[src/rtl/resp_collect.sv]
// Collects a 450-bit PUF response and a selection vector of the first 128 reliable positions.
// Optional RESP_COLLECT_MASK_EN: unselected b_w positions read as 0 at the output.
module resp_collect (
    input  logic         clk,
    input  logic         resetn,
    input  logic         start,
    input  logic         bit_valid,
    input  logic         resp_bit,
    input  logic         rel_bit,
    output logic [449:0] b_w,
    output logic [449:0] index_w,
    output logic         load,
    output logic         busy,
    output logic         done,
    output logic         insufficient
);

    // state   | meaning
    // IDLE    | after reset, waiting for start
    // COLLECT | shifting in qualified bits
    // DONE    | vectors final, load pulsed in first cycle, waiting for start
    typedef enum logic [1:0] {
        IDLE    = 2'd0,
        COLLECT = 2'd1,
        DONE    = 2'd2
    } state_t;

    localparam logic [8:0] LAST_POS = 9'd449;
    localparam logic [7:0] REL_MAX  = 8'd128;

    state_t       state_q, state_d;
    logic [449:0] b_q, b_d;
    logic [449:0] idx_q, idx_d;
    logic [8:0]   pos_q, pos_d;
    logic [7:0]   rel_q, rel_d;
    logic         load_q, load_d;
    logic         insuf_q, insuf_d;
    logic         take_rel;

    assign take_rel = rel_bit && (rel_q < REL_MAX);

    always_comb begin
        state_d = state_q;
        b_d     = b_q;
        idx_d   = idx_q;
        pos_d   = pos_q;
        rel_d   = rel_q;
        load_d  = 1'b0;
        insuf_d = insuf_q;
        case (state_q)
            IDLE, DONE: begin
                if (start) begin
                    state_d = COLLECT;
                    b_d     = '0;
                    idx_d   = '0;
                    pos_d   = '0;
                    rel_d   = '0;
                    insuf_d = 1'b0;
                end
            end
            COLLECT: begin
                if (bit_valid) begin
                    b_d   = {b_q[448:0], resp_bit};
                    idx_d = {idx_q[448:0], take_rel};
                    pos_d = pos_q + 9'd1;
                    if (take_rel) begin
                        rel_d = rel_q + 8'd1;
                    end
                    // 450th accepted bit closes the collection on this same edge
                    if (pos_q == LAST_POS) begin
                        state_d = DONE;
                        load_d  = 1'b1;
                        insuf_d = (rel_d < REL_MAX);
                    end
                end
            end
            default: begin
                state_d = IDLE;
            end
        endcase
    end

    always_ff @(posedge clk or negedge resetn) begin
        if (!resetn) begin
            state_q <= IDLE;
            b_q     <= '0;
            idx_q   <= '0;
            pos_q   <= '0;
            rel_q   <= '0;
            load_q  <= 1'b0;
            insuf_q <= 1'b0;
        end else begin
            state_q <= state_d;
            b_q     <= b_d;
            idx_q   <= idx_d;
            pos_q   <= pos_d;
            rel_q   <= rel_d;
            load_q  <= load_d;
            insuf_q <= insuf_d;
        end
    end

    assign index_w      = idx_q;
    assign load         = load_q;
    assign busy         = (state_q == COLLECT);
    assign done         = (state_q == DONE);
    assign insufficient = insuf_q;

`ifdef RESP_COLLECT_MASK_EN
    assign b_w = b_q & idx_q;
`else
    assign b_w = b_q;
`endif

endmodule

[config.mk]
export PLATFORM = sky130hd
export DESIGN_NAME = resp_collect
export DESIGN_NICKNAME = d
export VERILOG_FILES = /design/src/rtl/resp_collect.sv
export SDC_FILE = /design/constraint.sdc
export NUM_CORES = 1
export LEC_CHECK = 0
export BUFFER_PORTS_ARGS = -buffer_cell sky130_fd_sc_hd__buf_2
export CAP_MARGIN = 15
export CORE_ASPECT_RATIO = 1.5
export CORE_UTILIZATION = 25
export CTS_CLUSTER_SIZE = 10
export DETAILED_ROUTE_END_ITERATION = 8
export HOLD_SLACK_MARGIN = 0.12
export PLACE_DENSITY_LB_ADDON = 0.08
export SETUP_SLACK_MARGIN = 0.02
export SYNTH_ARGS = -nofsm -noshare
export SYNTH_HDL_FRONTEND = slang
export SYNTH_SLANG_ARGS = --single-unit
[constraint.sdc]
create_clock -name clk -period 4.16 [get_ports clk]
set_input_delay 0.416 -clock clk [delete_from_list [all_inputs] [get_ports clk]]
set_output_delay 0.416 -clock clk [all_outputs]
set_load 0.1 [all_outputs]
* Word-level counts from Yosys, hierarchy flattened
Index checks and enable logic that the tools add are counted.
Widths: inputs -> output; s select.
** Storage, ports and cells
- Bits in registers :: 921
- Logic and storage cells :: 49
** Operators by class
- $add $sub $neg :: 2
- Magnitude comparators :: 2
- Eq/ne operators :: 6
- Mux-type cells :: 25
- Reductions and logical operators :: 7
** Operators with widths (number)
- $pmux 450 s2 :: 2
- $mux 450 :: 3
- $mux 8 :: 5
- $mux 9 :: 2
- $pmux 9 s2 :: 1
- $lt 8x8->1 const B :: 2
- $pmux 8 s2 :: 1
- $add 9x1->9 const B :: 1
- $eq 9x9->1 const B :: 1
- $add 8x1->8 const B :: 1
- $mux 1 :: 6
- $mux 2 :: 3
- $reduce_and 3->1 :: 2
- $ne 2x2->1 const B :: 2
- $pmux 2 s2 :: 1
- $reduce_and 4->1 :: 1
- $eq 2x1->1 const B :: 1
- $eq 2x2->1 const B :: 1
- $logic_not 2->1 :: 1
- $ne 2x1->1 const B :: 1
- $pmux 1 s2 :: 1
- $reduce_bool 2->1 :: 1
- $reduce_or 2->1 :: 1
- $logic_and 1x1->1 :: 1

* Logic depth before layout (Yosys ltp)
Gate-level depths: netlist of run 1.
- Word-level depth :: 9
- Gate-level depth with buffers :: 7
- Gate-level depth less buffers :: 6

* Worst setup path before layout of run 1
OpenSTA, ideal clock, no wires.
- Path kind :: register to output
- Start point :: reg state_q[0]
- End point :: out busy
- Data arrival time :: 1732 ps
- Required time :: 3744 ps
- Setup slack :: 2012 ps
- Cell stages (with the launch flop) :: 3
- Buffers on the path :: 0
- Cells stage by stage :: dfrtp_1 > inv_1 > nor2_1
** Between the ends
- Cells in the longest elaborated chain, start to end :: 1
** RTL lines
- from (decl) :: line 31 : state_t state_q, state_d;
- from (signal assigned) :: line 93 : state_q <= state_d;
- $eq 2x1->1 :: line 105 : assign busy = (state_q == COLLECT);
- to (decl) :: line 13 : output logic busy,
No other way between the ends.

* Worst setup path after layout of run 1
- Start point :: reg state_q[0]
- End point :: out done
** Between the ends
- Cells in the longest elaborated chain, start to end :: 1
** RTL lines
- $eq 2x2->1 :: line 106 : assign done = (state_q == DONE);
- to (decl) :: line 14 : output logic done,
No other way between the ends.

==> flow_summary.ini, run 1 <==
[finish]
area_delta_synth_final_pct = 26.4
drive_gt1_share_pct = 22.7
fill_cells = 15200
final_core_util_pct = 31.9
fin_nets = 4800

[critical_path]
worstSetupPathType = reg2out
path_cells = inv_1 > nand2_1 > inv_1 > buf_2
end_kind = output port
crit_arrival_ns = 1.92
cp.required_ns = 3.74
critPathTopFamily = buffers and inverters
ff2ff_setup_slack_ns = 1.92
worstReg2RegEnd = index_w[0]
cp_num_buf_inv = 3
crit_slowest_cell = buf_2
crit_path_start_kind = flip-flop
cp-startpoint = state_q[0]
reg2regPathDepth = 5
cp_max_fo = 5
cp_common_cell = inv_1
worstReg2RegStart = state_q[1]
cp_slowest_stage_delay_ns = 0.46

[synth]
postSynthCellCount = 4009
synth_cell_type_count = 31
ys_seq_area_share_pct = 63.9
ys_ff_latch = 921
postSynth.asyncResetShare_pct = 100
syn-num-nets = 4018
synth_common_cells = nand2_1, dfrtp_1, nand3_1
yosysWarningCount = 0
postSynthAreaPerCell_um2 = 9.00
synth_top_area_share_pct = 63.9
synthTopCellsByArea = dfrtp_1, nand2_1, nand3_1
synth_top_area_cell = dfrtp_1
syn_area_mm2 = 0.0361
synth-edff-count = 0
synth_ff_type = dfrtp_1
yosysMostFrequentCell = nand2_1

[clocking]
clock_path_buffers = 3
post_cts_resized = 0
cts_buffers = 106
clk_latency_ns = 0.71
clk_pin_slew_ns = 0.06
ctsHoldBuffers = 5
htreeDepth = 3
cts_tree = done
postCtsSetupBuffers = 0
root_buffer = clkbuf_16
clock-sinks = 921

[global_routing]
busiest_layer = met2
grt_usage_pct = 18.8
first_global_vias = 30700
grt_util_met3_pct = 8.94
grtUsageMet2_pct = 28.0
grt_max_degree = 187
grt_pass1_wl_um = 210000
antenna_found_initial = 2
grtUsageMet1_pct = 23.8
grt_overflow = 0

[timing]
fmax_ghz = 0.429
hold_violations = 0
grt_setup_unrepaired = no
slew_headroom_pct = 29.4
fin_tns_setup_ns = 0
final-setup-viol-count = 0
period_share_pct = 56.0
fin_worst_skew_ns = 0.0293
tightest_slew_ns = 1.06
period_minus_slack_ns = 2.33
drv_slew = 0

[routing]
vias = 30800
dr.pass1.iters = 5
drt-initial-drc-count = 2246
antenna_left = 0
totalWireLength_um = 141000
viasPerCell = 4.58
drc = 0
post_drt_wl_per_cell_um = 20.9

[placed_design]
post-dp-hpwl_um = 93400
place.gp.congestion = 0.809
port_buffers = 909

[floorplanning]
dieHeight_um = 467
placementRows = 170
dieArea_mm2 = 0.146
ios = 910
die_x_um = 312
start_util_pct = 25.2
core_mm2 = 0.143

[hold_path]
min_path_type = in2async

[power]
ir_drop_uv = 362
cellLeakagePower_uw = 0.0275
power.density_mw_per_mm2 = 445

[run_status]
status = completed

[run]
cap_violations = 0
==> cell usage in the layout, fill, tap and decap left out, types with 2 or more instances in the layout <==
cell type      netlist  routed
nand2_1           1811    1810
dfrtp_1            921     921
nand3_1            913     913
buf_2              110     908
clkbuf_16            0     108
buf_4                0      32
buf_12               0      31
clkbuf_1           174      24
nor2_1              10      10
o21ai_0              8       8
inv_1                6       6
clkbuf_8             0       6
xnor2_1              5       5
dlygate4sd3_1        0       5
nor3_1               4       4
nand4_1              3       3
xor2_1               3       3
ha_1                 3       3
diode_2              0       2
nor2b_1              2       2
or3_1                2       2
==> flip-flops by register name (all words and copies together), names as in the netlist <==
register	flops
index_w	450
insufficient	1
load	1
pos_q	9
b_w	450
rel_q	8
state_q	2
==> worst max-delay path by stage <==
| stage | depth (start not counted) | slack, ns | end |
|---|---|---|---|
| final | 4 | 1.83 | done |
| after detailed placement | 6 | 1.82 | index_w[0] |
| after global placement | 6 | 1.74 | index_w[0] |
| after floorplan | 2 | 2.01 | busy |
| after CTS | 4 | 1.73 | done |
| after global routing | 4 | 1.70 | done |
==> per-layer routing <==
| metal | vias to the layer above | part of all wire (%) |
|---|---|---|
| met4 | 0 | 2.7 |
| met2 | 993 | 44 |
| met5 | - | 0 |
| li1 | 14400 | - |
| met1 | 15300 | 41 |
| met3 | 139 | 12 |
==> layout make-up <==
type	instances	area (um^2)	share of cell area [%]
clock buffer	138	2880	6.30
tap	1892	2370	5.19
antenna	2	5.00	0.0110
timing repair buffer	977	5470	12.0
clock inverter	5	68.8	0.151
multi-input combinational	2779	11800	25.8
inverter	6	22.5	0.0494
sequential	921	23000	50.5
==> worst reg2reg max path, delay by kind of cell (launching register included) <==
kind                   cells  cell delay (ns)
buffers and inverters      2             1.04
flip-flops                 1             0.40
AND/OR/NAND/NOR            3             0.69
==> report_power, final <==
group          switching (uW)  internal [uW]
combinational            2170            308
clock                    3770           4800
sequential                141           9110
==> cells by family (layout without fill, tap and decap cells) <==
kind of cell / count (synthesis) / after routing / share of synthesized area (%)
simple gates: 2753 / 2753 / 32.0
fa+ha+maj: 3 / 3 / 0.104
buf+inv: 309 / 1126 / 3.59
other cells: 0 / 2 / 0
xor+xnor: 8 / 8 / 0.194
flops: 921 / 921 / 63.9
compound gates: 14 / 14 / 0.236
mux: 1 / 1 / 0.0277
==> stage by stage <==
step                      power (uW)  worst slack, ns  hold WS, ns  instance area (um^2)  instances
after floorplan                11100             2.01        0.120                 36100       4009
after global placement         12000             1.74        0.472                 42600       6570
after detailed placement       11900             1.82        0.473                 42600       6570
after CTS                      20700             1.73        0.283                 45600       6718
after global routing           21200             1.70        0.309                 45600       6720
final                          20300             1.83        0.264                 45600       6720
Power figures use the tool's default switching activity.
==> run 2: changes to the inputs <==
==> constraint.sdc (replaced) <==
create_clock -name clk -period 2.45 [get_ports clk]
set_input_delay 0.245 -clock clk [delete_from_list [all_inputs] [get_ports clk]]
set_output_delay 0.245 -clock clk [all_outputs]
set_load 0.1 [all_outputs]
==> run 2 against run 1 <==
  * Combinational power rose by 80%
  * Die area did not move
  * Via count rose by 1.2%
  * Hold slack improved by 0.16 ns
  * Critical path type unchanged
  * Largest power group unchanged
==> flow_summary.ini, run 2 (synthesis gave the netlist of run 1 again) <==
[floorplanning]
start_util_pct = 25.2
ios = 910
dieArea_mm2 = 0.146
core_mm2 = 0.143
placementRows = 170
dieHeight_um = 467
die_x_um = 312

[clocking]
root_buffer = clkbuf_16
cts_buffers = 106
post_cts_resized = 0
ctsHoldBuffers = 6
clk_latency_ns = 0.73
postCtsSetupBuffers = 0
clk_pin_slew_ns = 0.07
clock_path_buffers = 3
clock-sinks = 921
cts_tree = done
htreeDepth = 3

[power]
power.density_mw_per_mm2 = 751
p_comb_share_pct = 12.9
ir_drop_uv = 600
internal_power_uw = 24300
seqPwrFrac_pct = 45.1
p_sw_share_pct = 30.1
switchingPower_uw = 10500
cellLeakagePower_uw = 0.0278
p_clk_share_pct = 42.0

[placed_design]
port_buffers = 909
place_area_mm2 = 0.0433
place.gp.congestion = 0.802
post-dp-hpwl_um = 98100

[routing]
met1_length_um = 59400
viasPerCell = 4.60
drc = 0
wl_met3_um = 15300
routed.top_layer = met4
post_drt_wl_per_cell_um = 21.0
vias = 31100
wl_met2_um = 64900
totalWireLength_um = 142000
antenna_left = 0
drt-initial-drc-count = 2199
dr.pass1.iters = 5

[critical_path]
crit_path_start_kind = flip-flop
worstSetupPathType = reg2out
crit_arrival_ns = 1.97
end_kind = output port
cp.required_ns = 2.20
cp_max_fo = 5

[timing]
fmax_ghz = 0.452
grt_setup_unrepaired = no
period_share_pct = 90.2
drv_slew = 0
slew_headroom_pct = 55.5
fin_worst_skew_ns = 0.0297
period_minus_slack_ns = 2.21
final-setup-viol-count = 0
fin_tns_setup_ns = 0
hold_violations = 0
tightest_slew_ns = 0.667

[global_routing]
grt_pass1_wl_um = 214000
grt_max_degree = 111
antenna_found_initial = 1
grt_usage_pct = 19.1
first_global_vias = 31200
grt_overflow = 0

[finish]
seqCellArea_mm2 = 0.0230
fill_cells = 15200
area_delta_synth_final_pct = 28.5
multi_input_area_mm2 = 0.0118
final_core_util_pct = 32.4
drive_gt1_share_pct = 23.5
final_common_cell = nand2_1
layout_common_cells = nand2_1, dfrtp_1, nand3_1, buf_2, clkbuf_16
final_area_mm2 = 0.0464
fin_nets = 4849

[run]
cap_violations = 0

[hold_path]
min_path_type = in2async

[run_status]
status = completed
run 2: power by group through the flow:
stage / registers, uW / logic (uW) / clock network, uW
after CTS: 15700 / 4580 / 15200
after floorplan: 17300 / 1550 / 0
final: 15700 / 4470 / 14600
after global routing: 15700 / 4810 / 15700
after global placement: 16000 / 4580 / 0
after detailed placement: 16000 / 4550 / 0
run 2: critical path, cell delays in order (launching register included):
cell     delay [ns]
dfrtp_1        0.42
inv_1          0.13
nor2_1         0.19
buf_2          0.51
run 2: final cells by class:
type / instances / area share, %
Sequential cell: 921 / 49.7
Multi-Input combinational cell: 2779 / 25.4
Timing Repair Buffer: 1026 / 13.3
Clock buffer: 138 / 6.25
Tap cell: 1892 / 5.11
Clock inverter: 7 / 0.170
Inverter: 6 / 0.0486
Antenna cell: 1 / 0.00540
run 2: per-stage QoR:
stage	total power [uW]	hold WS [ns]	setup WS, ns	cells
2_1_floorplan	18900	-0.0506	0.443	4009
3_3_place_gp	20500	0.270	0.577	6618
3_5_place_dp	20500	0.278	0.576	6618
4_1_cts	35500	0.342	0.150	6769
5_1_grt	36200	0.395	0.107	6770
6_report	34800	0.423	0.239	6770
run 2: final timing paths:
kind / endpoint / startpoint / slack [ns] / cells past startpoint
hold / removal: index_w[260] / resetn / 0.42 / 3
setup / recovery: busy / state_q[0] / 0.24 / 3
min in group clk: state_q[1] / start / 0.44 / 3
hold reg to reg: index_w[270] / index_w[269] / 0.47 / 2
max in group asynchronous: index_w[123] / resetn / 1.36 / 3
setup reg to reg: index_w[316] / state_q[1] / 0.59 / 5
run 2: routing by layer:
| layer | vias up | global-route usage, % |
|---|---|---|
| li1 | 14500 | - |
| met1 | 15600 | 24.2 |
| met2 | 952 | 29.6 |
| met3 | 120 | 8.10 |
| met4 | 0 | 5.13 |
| met5 | - | 0 |
==> run 3: changes to the inputs <==
==> constraint.sdc (replaced) <==
create_clock -name clk -period 2.1 [get_ports clk]
set_input_delay 0.21 -clock clk [delete_from_list [all_inputs] [get_ports clk]]
set_output_delay 0.21 -clock clk [all_outputs]
set_load 0.1 [all_outputs]
==> run 3 against run 2 <==
  * Sequential power up 17%
  * Routed wire length is 1.6% lower
  * Sequential share of layout area is essentially flat
  * Global-route usage is 0.31 points lower
  * Clock-buffer cell count is 7 lower
  * Highest routed layer unchanged
==> flow_summary.ini, run 3 (synthesis gave the netlist of run 1 again) <==
[timing]
fin_worst_skew_ns = 0.0234
slew_headroom_pct = 49.6
final-setup-viol-count = 0
grt_setup_unrepaired = no
hold_violations = 0
drv_slew = 0
period_share_pct = 94.6
fmax_ghz = 0.503
fin_tns_setup_ns = 0
period_minus_slack_ns = 1.99
tightest_slew_ns = 0.756

[finish]
final_common_cell = nand2_1
fin_nets = 4851
fill_cells = 15200
drive_gt1_share_pct = 23.5
layout_common_cells = nand2_1, dfrtp_1, nand3_1, buf_2, clkbuf_16
area_delta_synth_final_pct = 28.5

[clocking]
clk_pin_slew_ns = 0.06
htreeDepth = 3
clock_path_buffers = 3
clock-sinks = 921
clk_latency_ns = 0.72
cts_buffers = 105
cts_tree = done
root_buffer = clkbuf_16
postCtsSetupBuffers = 0

[power]
ir_drop_uv = 906
p_total_uw = 40400
power.density_mw_per_mm2 = 872
cellLeakagePower_uw = 0.0278

[critical_path]
crit_path_start_kind = flip-flop
cp_max_fo = 5
end_kind = output port
worstReg2RegStart = pos_q[1]
cp-startpoint = state_q[0]
worstSetupPathType = reg2out
cp.required_ns = 1.89
crit_arrival_ns = 1.78

[global_routing]
antenna_found_initial = 1
grt_overflow = 0
grt_max_degree = 113
first_global_vias = 31300
grt_pass1_wl_um = 211000
grt_usage_pct = 18.8

[routing]
drc = 0
drt-initial-drc-count = 2118
viasPerCell = 4.57
post_drt_wl_per_cell_um = 20.7
dr.pass1.iters = 5
vias = 30900
antenna_left = 0
totalWireLength_um = 140000

[floorplanning]
core_mm2 = 0.143
ios = 910
dieHeight_um = 467
dieArea_mm2 = 0.146
placementRows = 170
start_util_pct = 25.2
die_x_um = 312

[placed_design]
place.gp.congestion = 0.818
post-dp-hpwl_um = 96800
port_buffers = 909

[run_status]
status = completed

[hold_path]
min_path_type = in2async

[run]
cap_violations = 0
[run 3: cell types whose count changed in the layout (fill, tap and decap cells not counted), sizes merged]
cell / previous run / this run
clkbuf: 138 / 131
buf: 1021 / 1023
clkinv: 2 / 3
dlygate4sd3: 5 / 6
inv: 10 / 9
[run 3: stage by stage]
step / hold slack (ns) / util [%] / worst slack, ns / instance area, um^2 / instances
after global routing: 0.254 / 32.4 / 0.0203 / 46400 / 6766
after floorplan: -0.0856 / - / 0.0931 / 36100 / 4009
after detailed placement: 0.102 / 30.3 / 0.291 / 43400 / 6621
final: 0.261 / 32.4 / 0.113 / 46400 / 6766
after CTS: 0.211 / 32.4 / 0.0241 / 46400 / 6765
after global placement: 0.105 / 30.3 / 0.278 / 43400 / 6621
[run 3: where the power goes]
group	internal, uW	switching, uW
logic	915	4360
clock network	9340	7500
registers	18000	280
total	28300	12100
[run 3: repair_timing]
item,in CTS,in global routing
gates resized for setup,3,0
endpoints found under the setup margin,2,0
hold endpoints to repair,1025,0
hold buffers,6,0
[run 3: area by class of cell]
| cell class | instances | area [um^2] | share of cell area, % |
|---|---|---|---|
| flip-flops and latches | 921 | 23000 | 49.7 |
| multi-input cells | 2779 | 11800 | 25.4 |
| repair buffers | 1029 | 6260 | 13.5 |
| clock buffers | 131 | 2840 | 6.12 |
| well taps | 1892 | 2370 | 5.10 |
| clock inverters | 7 | 85.1 | 0.183 |
| inverters | 6 | 22.5 | 0.0486 |
| diodes | 1 | 2.50 | 0.00539 |
[run 3: path summary, 6_finish.rpt]
check                                to  slack, ns  cells past startpoint
setup / recovery                   busy       0.11                      3
hold / removal                 b_w[148]       0.26                      3
setup reg to reg           insufficient       0.31                      6
hold reg to reg            index_w[283]       0.48                      2
max in group asynchronous      b_w[300]       1.12                      3
min in group clk                 b_w[0]       0.34                      4
[run 3: worst max-delay path, stage by stage (launching register included)]
cell and delay, ns:
dfrtp_1 0.43, inv_1 0.14, nor2_1 0.15, buf_4 0.34
[run 3: metal layers]
layer  vias to the layer above  track usage, %  wire length [um]
li1                      14500               -                 -
met1                     15300            23.5             58000
met2                       994            29.1             63300
met3                       112            8.51             16000
met4                         0            5.14              2730
met5                         -               0                 0
